`src/rtl/sha256_msg_schedule.sv`:
```
// SHA-256 message schedule: loads 16 words, then streams (Wt, Kt) for t = 0..63.
// Define SHA256_KT_ROM_EN to build the internal Kt ROM; otherwise out_kt is 0.
module sha256_msg_schedule (
  input  logic        clk,
  input  logic        rst,
  input  logic        in_valid,
  output logic        in_ready,
  input  logic [31:0] in_word,
  output logic        out_valid,
  input  logic        out_ready,
  output logic [31:0] out_wt,
  output logic [31:0] out_kt,
  output logic [5:0]  out_t,
  output logic        out_last
);

  typedef enum logic {LOAD, RUN} state_t;

  state_t      state;
  logic [3:0]  load_cnt;
  logic [5:0]  t;
  logic [31:0] w [16];
  logic [31:0] w_next;

  function automatic logic [31:0] sig0(input logic [31:0] x);
    return {x[6:0], x[31:7]} ^ {x[17:0], x[31:18]} ^ {3'b000, x[31:3]};
  endfunction

  function automatic logic [31:0] sig1(input logic [31:0] x);
    return {x[16:0], x[31:17]} ^ {x[18:0], x[31:19]} ^ {10'b0, x[31:10]};
  endfunction

  always_comb begin
    w_next = sig1(w[14]) + w[9] + sig0(w[1]) + w[0];
  end

  // in_ready/out_valid are registered copies of the state decode
  always_ff @(posedge clk) begin
    if (rst) begin
      state     <= LOAD;
      load_cnt  <= '0;
      t         <= '0;
      in_ready  <= 1'b1;
      out_valid <= 1'b0;
      for (int unsigned i = 0; i < 16; i++) w[i] <= '0;
    end else begin
      case (state)
        LOAD: begin
          if (in_valid) begin
            w[load_cnt] <= in_word;
            load_cnt    <= load_cnt + 4'd1;
            if (load_cnt == 4'd15) begin
              state     <= RUN;
              t         <= '0;
              in_ready  <= 1'b0;
              out_valid <= 1'b1;
            end
          end
        end
        RUN: begin
          if (out_ready) begin
            for (int unsigned i = 0; i < 15; i++) w[i] <= w[i+1];
            w[15] <= w_next;
            t     <= t + 6'd1;
            if (t == 6'd63) begin
              state     <= LOAD;
              in_ready  <= 1'b1;
              out_valid <= 1'b0;
            end
          end
        end
        default: state <= LOAD;
      endcase
    end
  end

  assign out_wt   = w[0];
  assign out_t    = t;
  assign out_last = (t == 6'd63);

`ifdef SHA256_KT_ROM_EN
  localparam logic [31:0] K [64] = '{
    32'h428a2f98, 32'h71374491, 32'hb5c0fbcf, 32'he9b5dba5, 32'h3956c25b, 32'h59f111f1, 32'h923f82a4, 32'hab1c5ed5,
    32'hd807aa98, 32'h12835b01, 32'h243185be, 32'h550c7dc3, 32'h72be5d74, 32'h80deb1fe, 32'h9bdc06a7, 32'hc19bf174,
    32'he49b69c1, 32'hefbe4786, 32'h0fc19dc6, 32'h240ca1cc, 32'h2de92c6f, 32'h4a7484aa, 32'h5cb0a9dc, 32'h76f988da,
    32'h983e5152, 32'ha831c66d, 32'hb00327c8, 32'hbf597fc7, 32'hc6e00bf3, 32'hd5a79147, 32'h06ca6351, 32'h14292967,
    32'h27b70a85, 32'h2e1b2138, 32'h4d2c6dfc, 32'h53380d13, 32'h650a7354, 32'h766a0abb, 32'h81c2c92e, 32'h92722c85,
    32'ha2bfe8a1, 32'ha81a664b, 32'hc24b8b70, 32'hc76c51a3, 32'hd192e819, 32'hd6990624, 32'hf40e3585, 32'h106aa070,
    32'h19a4c116, 32'h1e376c08, 32'h2748774c, 32'h34b0bcb5, 32'h391c0cb3, 32'h4ed8aa4a, 32'h5b9cca4f, 32'h682e6ff3,
    32'h748f82ee, 32'h78a5636f, 32'h84c87814, 32'h8cc70208, 32'h90befffa, 32'ha4506ceb, 32'hbef9a3f7, 32'hc67178f2
  };
  assign out_kt = K[t];
`else
  assign out_kt = '0;
`endif

endmodule

```
`config.mk`:
```
export PLATFORM = sky130hd
export DESIGN_NAME = sha256_msg_schedule
export DESIGN_NICKNAME = d
export VERILOG_FILES = /design/src/rtl/sha256_msg_schedule.sv
export SDC_FILE = /design/constraint.sdc
export NUM_CORES = 1
export LEC_CHECK = 0
export BUFFER_PORTS_ARGS = -buffer_cell sky130_fd_sc_hd__buf_2
export CAP_MARGIN = 20
export CELL_PAD_IN_SITES_DETAIL_PLACEMENT = 1
export CELL_PAD_IN_SITES_GLOBAL_PLACEMENT = 1
export CORE_MARGIN = 1.5
export CORE_UTILIZATION = 50
export CTS_CLUSTER_DIAMETER = 120
export DETAILED_ROUTE_END_ITERATION = 6
export PLACE_DENSITY = 0.87
export SYNTH_ARGS = -nofsm -noshare
export SYNTH_HDL_FRONTEND = slang
export SYNTH_SLANG_ARGS = --single-unit
```
`constraint.sdc`:
```
create_clock -name clk -period 11.5 [get_ports clk]
set_clock_uncertainty 0.2 [all_clocks]
set_input_delay 0.575 -clock clk [delete_from_list [all_inputs] [get_ports clk]]
set_output_delay 0.575 -clock clk [all_outputs]
set_load 0.01 [all_outputs]
```
==> results.tsv, run 1 <==
metric	value	unit
CTS clock-pin slew for the worst setup and hold paths	70	ps
async set-reset flop share out of synthesis	0	%
CP Data Arrival Time	4970	ps
Tcrit/Tclk final	41.5	%
die footprint	56100	um2
hold buffers post-CTS	0	
CP Class	register to register	
Synth cell types	63	
Area growth syn-to-layout	8.85	%
clock share of power	25.3	%
CP startpoint kind	register	
reg2reg setup slack	6720	ps
DR vias/cell	6.50	
r2r endpoint	w[15][31]	
commonest non-fill, non-tap cells in the layout	edfxtp_1, a22o_1, nand2_1	
first-pass detailed-route iteration total	7	
Seq/Total Area, Yosys	57.1	%
Worst EP required	11690	ps
EDFF count, synth	512	
HP Class	input pin to register	
slew margin rel.	26.4	%
CP max stage delay	520	ps
CP max FO	7	
Worst Path Buf+Inv	3	
TritonCTS buffer count	54	
Synth Flop Type	edfxtp_1	
Clock Sinks	525	
Mapped Cells	2294	
Post-DP HPWL	63800	um
Die Ht	237	um
fmax	209	MHz
RSZ-0062 raised after global routing	no	
ratio of cells with drive above 1 in the final layout	10.0	%
Initial Util	50.8	%
initial antenna violation count	5	
# rows	85	
sequential share of power	36.9	%
YS warnings	0	
Avg WL per Cell	31.8	um
max cap viols	0	
crit path capture type	register	
worst vdd ir	0.144	mV
Worst Max-Slew Pin Slew	1100	ps
slowest cell on the critical path	a31oi_2	
commonest non-fill, non-tap cell in the layout	edfxtp_1	
min cycle time layout	4780	ps
hold depth	4	
RR Startpoint	w[1][8]	
Mapped Area	27400	um2
Crit path max-delay family	adder cells	
leakage	0.0112	uW
total track usage	33.7	%
IO Count	109	
synthesized flop and latch total	525	
CP Depth	16	
final count of negative-setup-slack endpoints	0	
vias in the first global route	19800	
NumNets Final	2391	
CP Launch Point	w[1][8]	
switching power share of the total	38.2	%
drc violations	0	
Switch Pwr	2580	uW
IO Port Bufs	76	
CTS Buffer Depth	3	
Avg Synthesized Cell Area	11.9	um2
CTS resizes	0	
Critical Path Sink	w[15][31]	
first-pass GRT wire length	137000	um
post-CTS setup buffers	0	
largest net degree at the start of global routing	113	
core area	53900	um2
GP Congestion	0.979	
clock latency on the worst-skew pair	640	ps
# fillers	5436	
hold slack	108	ps
CP cell instances	xnor2_1 -> xnor2_1 -> fa_1 -> inv_1 -> fa_1 -> inv_1 -> ha_1 -> inv_1 -> fa_1 -> nor2b_1 -> o211ai_1 -> a31oi_2 -> a211oi_1 -> nor2_1 -> o221a_1 -> nand2_1	
Chip Width	237	um
cells on worst reg2reg path	16	
outcome	completed	
clk root buf	clkbuf_16	
# H-tree levels	2	
Pins Over Slew Limit	0	
DRT iter0 DRCs	2340	
cell-internal power	4170	uW
CTS tree	done	
PwrDens	227	nW/um2
Final Non-Filler Cells	2997	
Post-Route WL	95300	um
Logic pwr share	37.8	%
gr ovfl total	0	
DP Cell Count	2893	
post-route setup TNS	0	ps
final hold vios	0	
ANT nets after route	0	
routed vias	19500	
==> sequential cells by signal (all words and copies together) (netlist names) <==
register	cells
state	1
out_t	6
load_cnt	4
in_ready	1
out_valid	1
w	512
==> worst min path at each step <==
stage,startpoint,end,slack (ps)
final,out_ready,state,110
after global routing,out_ready,state,140
after CTS,out_ready,state,100
after detailed placement,out_valid,out_valid,270
after global placement,out_valid,out_valid,270
after floorplan,state,state,260
==> metal layers <==
| layer | GRT usage, % | vias up | share of wire [%] |
|---|---|---|---|
| met1 | 45.6 | 10000 | 39 |
| li1 | - | 8082 | - |
| met5 | 0 | - | 0 |
| met3 | 5.37 | 214 | 9.5 |
| met2 | 53.6 | 1153 | 47 |
| met4 | 15.6 | 0 | 4.9 |
==> power by group through the flow <==
stage	combinational (uW)	clock [uW]	sequential [uW]
finish	2550	1710	2490
global route	2760	1770	2490
CTS	2500	1710	2480
detailed placement	2480	0	2510
global placement	2410	0	2510
floorplan	1760	0	2440
==> Yosys cell counts (all sizes together), types with 3 or more instances <==
cell type  number  area [um2]
edfxtp        512       15400
a22o          322        2820
nand2         261         985
o21ai         176         881
inv           152         571
nand2b        139         872
buf           126         703
xnor2         117        1020
clkbuf        116         435
fa             62        1240
nor2           38         153
ha             36         450
a21oi          34         193
xor2           33         289
nand3b         32         240
nand4          17         106
nand3          16        85.1
dfxtp          13         260
a31oi          12        81.3
a21o           10        75.1
nor3            9        65.1
o211ai          7        52.6
and3            5        31.3
nor2b           5        31.3
o21a            5        37.5
a211oi          4        35.0
o2111ai         3        26.3
o31ai           3        22.5
or4             3        22.5
==> kinds of logic after synthesis <==
group,after synthesis,synth area share [%]
AOI/OAI and AO/OA,590,15.9
buffers and inverters,394,6.25
muxes,2,0.0732
adders and majority gates,98,6.18
and+or+nand+nor,534,9.69
other,1,0.0137
xor gates and xnor gates,150,4.80
DFF,525,57.1
==> metrics by stage <==
step	instance area [um2]	setup slack [ps]	total power [uW]	utilization (%)
global placement	28000	6920	4920	51.9
CTS	29700	6710	6690	55.1
detailed placement	28100	6800	4990	52.0
finish	29800	6720	6750	55.2
floorplan	27500	7330	4200	-
global route	29800	6510	7020	55.2
==> worst register-to-register path: stages, from the launching register on <==
cell and delay (ps):
edfxtp_1 490, xnor2_1 190, xnor2_1 240, fa_1 480
inv_1 100, fa_1 420, inv_1 70, ha_1 160
inv_1 70, fa_1 480, nor2b_1 160, o211ai_1 130
a31oi_2 520, a211oi_1 150, nor2_1 320, o221a_1 260
nand2_1 70
==> area by class of cell <==
| type | instances | area [um2] | area share (%) |
|---|---|---|---|
| antenna | 2 | 5.00 | 0.0168 |
| clock buffer | 69 | 1410 | 4.73 |
| clock inverter | 29 | 240 | 0.806 |
| inverter | 152 | 571 | 1.92 |
| multi-input combinational | 1406 | 10300 | 34.5 |
| sequential | 525 | 15600 | 52.5 |
| tap | 696 | 871 | 2.92 |
| timing repair buffer | 118 | 786 | 2.64 |
Power figures use the tool's default switching activity.
==> run 2: changes to the inputs <==
--- a/config.mk
+++ b/config.mk
@@ -10,10 +10,10 @@
 export CELL_PAD_IN_SITES_DETAIL_PLACEMENT = 1
 export CELL_PAD_IN_SITES_GLOBAL_PLACEMENT = 1
 export CORE_MARGIN = 1.5
-export CORE_UTILIZATION = 50
+export CORE_UTILIZATION = 46
 export CTS_CLUSTER_DIAMETER = 120
 export DETAILED_ROUTE_END_ITERATION = 6
-export PLACE_DENSITY = 0.87
+export PLACE_DENSITY = 0.84
 export SYNTH_ARGS = -nofsm -noshare
 export SYNTH_HDL_FRONTEND = slang
 export SYNTH_SLANG_ARGS = --single-unit
==> constraint.sdc (replaced) <==
create_clock -name clk -period 4 [get_ports clk]
set_clock_uncertainty 0.2 [all_clocks]
set_input_delay 0.2 -clock clk [delete_from_list [all_inputs] [get_ports clk]]
set_output_delay 0.2 -clock clk [all_outputs]
set_load 0.01 [all_outputs]
==> results.tsv, run 2 (synthesis gave the netlist of run 1 again) <==
metric	value	unit	change
Logic pwr share	49.8	%	+12 points
metal2 WL	51500	um	+16%
HP Class	input pin to register		
CP Data Arrival Time	5020	ps	+50 ps
first-pass GRT wire length	153000	um	+11%
Avg WL per Cell	34.0	um	+7.0%
# rows	89		+4.7%
max FFs per register	512		unchanged
final worst setup slack	-834	ps	-7560 ps
Final Util	56.6	%	+1.3 points
# H-tree levels	2		unchanged
CP Class	register to register		
sequential share of power	28.5	%	-8.4 points
outcome	complete, but fails checks		
gr ovfl total	0		unchanged
clock latency on the worst-skew pair	650	ps	about the same
hold slack	11.7	ps	-96.5 ps
Worst EP required	4180	ps	-7510 ps
first-pass detailed-route iteration total	5		-2
DR vias/cell	6.59		+1.4%
RR Startpoint	w[1][7]		
GP Congestion	0.959		-2.1%
CP max FO	6		-1
fmax	207	MHz	-1.2%
vias in the first global route	21900		+11%
final count of negative-setup-slack endpoints	27		+27
crit path capture type	register		
max cap viols	0		unchanged
DP Area	29700	um2	+5.7%
Post-DP HPWL	66600	um	+4.4%
Worst Max-Slew Pin Slew	1160	ps	+57.4 ps
Top reg by flops	w		
IO Port Bufs	76		unchanged
Clock Sinks	525		unchanged
core area	58900	um2	+9.2%
drc violations	0		unchanged
clk root buf	clkbuf_16		
PwrDens	752	nW/um2	+230%
ratio of cells with drive above 1 in the final layout	25.1	%	+15 points
die footprint	61000	um2	+8.6%
Pins Over Slew Limit	0		unchanged
WL met3	13900	um	+53%
failing checks	setup timing		
ANT nets after route	0		unchanged
largest net degree at the start of global routing	85		-25%
IO Count	109		unchanged
TritonCTS buffer count	55		+1.9%
initial antenna violation count	4		-1
Post-Route WL	114000	um	+19%
CP startpoint kind	register		
Area growth syn-to-layout	21.7	%	
switching power share of the total	39.0	%	+0.72 points
routed vias	22000		+13%
Die Ht	247	um	+4.2%
Initial Util	46.5	%	-4.3 points
Switch Pwr	9770	uW	+280%
final hold vios	0		unchanged
leakage	0.0129	uW	+15%
clock share of power	21.7	%	-3.6 points
fin area	33300	um2	+12%
total track usage	34.9	%	+1.2 points
WL met1	39400	um	+5.9%
NumNets Final	2657		+11%
Chip Width	247	um	+4.2%
hold depth	3		-1
Tcrit/Tclk final	121	%	+79 points
Top Metal Used	met5		
cell-internal power	15300	uW	+270%
DRT iter0 DRCs	3143		+34%
Hold Startpoint	in_word[18]		
CP Launch Point	w[1][7]		
commonest non-fill, non-tap cells in the layout	edfxtp_1, a22o_1, buf_4		
CTS Buffer Depth	3		unchanged
commonest non-fill, non-tap cell in the layout	edfxtp_1		
RSZ-0062 raised after global routing	yes		
CTS tree	done		
CTS clock-pin slew for the worst setup and hold paths	80	ps	about the same
slew margin rel.	22.3	%	-4.0 points
cells on worst reg2reg path	18		+2
Tot Pwr	25100	uW	+270%
worst vdd ir	0.601	mV	+320%
min cycle time layout	4830	ps	+58.3 ps
## run 2: changes by cell type in the layout (fill, tap and decap cells not counted), moves of 14 or more
cell           before  now
inv_2               0   14
dlygate4sd3_1       0   15
inv_1             152  138
buf_4              37  267
buf_6               0   21
xnor2_2             0   50
xnor2_1           117   60
ha_1               36   11
a21oi_1            30   14
ha_4                0   22
## run 2: worst paths after layout
kind,to,slack [ps]
max,w[15][11],-830
min,w[11][18],10
max reg2reg,w[15][11],-830
min reg2reg,out_valid,300
## run 2: routing by layer
layer / up-vias / track usage (%)
li1: 8615 / -
met1: 11100 / 43.9
met2: 1821 / 55.5
met3: 511 / 7.76
met4: 4 / 20.2
met5: - / 0
## run 2: layout make-up
type,instances,area (um2)
fill,5868,25600
multi-input combinational,1406,11500
tap,773,967
inverter,152,571
antenna,1,2.50
clock buffer,63,1410
clock inverter,40,398
sequential,525,15600
timing repair buffer,383,2870
## run 2: metrics by stage
| stage | cells | setup slack, ps | TNS, ps |
|---|---|---|---|
| 6_report | 3343 | -834 | -14010 |
| 5_1_grt | 3342 | -846 | -14280 |
| 4_1_cts | 3322 | -221 | -2200 |
| 3_5_place_dp | 3170 | -428 | -6140 |
| 3_3_place_gp | 3170 | -284 | -4080 |
| 2_1_floorplan | 2325 | 23.5 | 0 |
## run 2: critical path, stage by stage (launching register included)
cell and delay (ps):
edfxtp_1 490, xor2_2 240, xnor2_1 560, fa_1 570, inv_1 130, ha_1 250
ha_4 170, inv_2 40, fa_2 350, nor2b_2 170, o211ai_1 220, a31oi_2 290
buf_6 180, buf_4 120, buf_6 90, a21oi_4 50, o21bai_1 190, xnor2_1 150
o21ai_1 100
## run 2: power by group through the flow
stage	logic (uW)	registers, uW	clock network [uW]
6_report	12500	7150	5440
5_1_grt	13100	7150	5570
4_1_cts	10700	7080	5270
3_5_place_dp	8960	7190	0
3_3_place_gp	8690	7170	0
2_1_floorplan	5060	7010	0
## run 2: repair_timing
item / 4_1_cts / 5_1_grt
hold endpoints to repair: 31 / 0
setup endpoints to repair: 24 / 26
gates cloned: 0 / 0
gates resized for setup: 136 / 79
hold buffers: 15 / 0
setup buffers: 37 / 23
pin swaps: 43 / 63
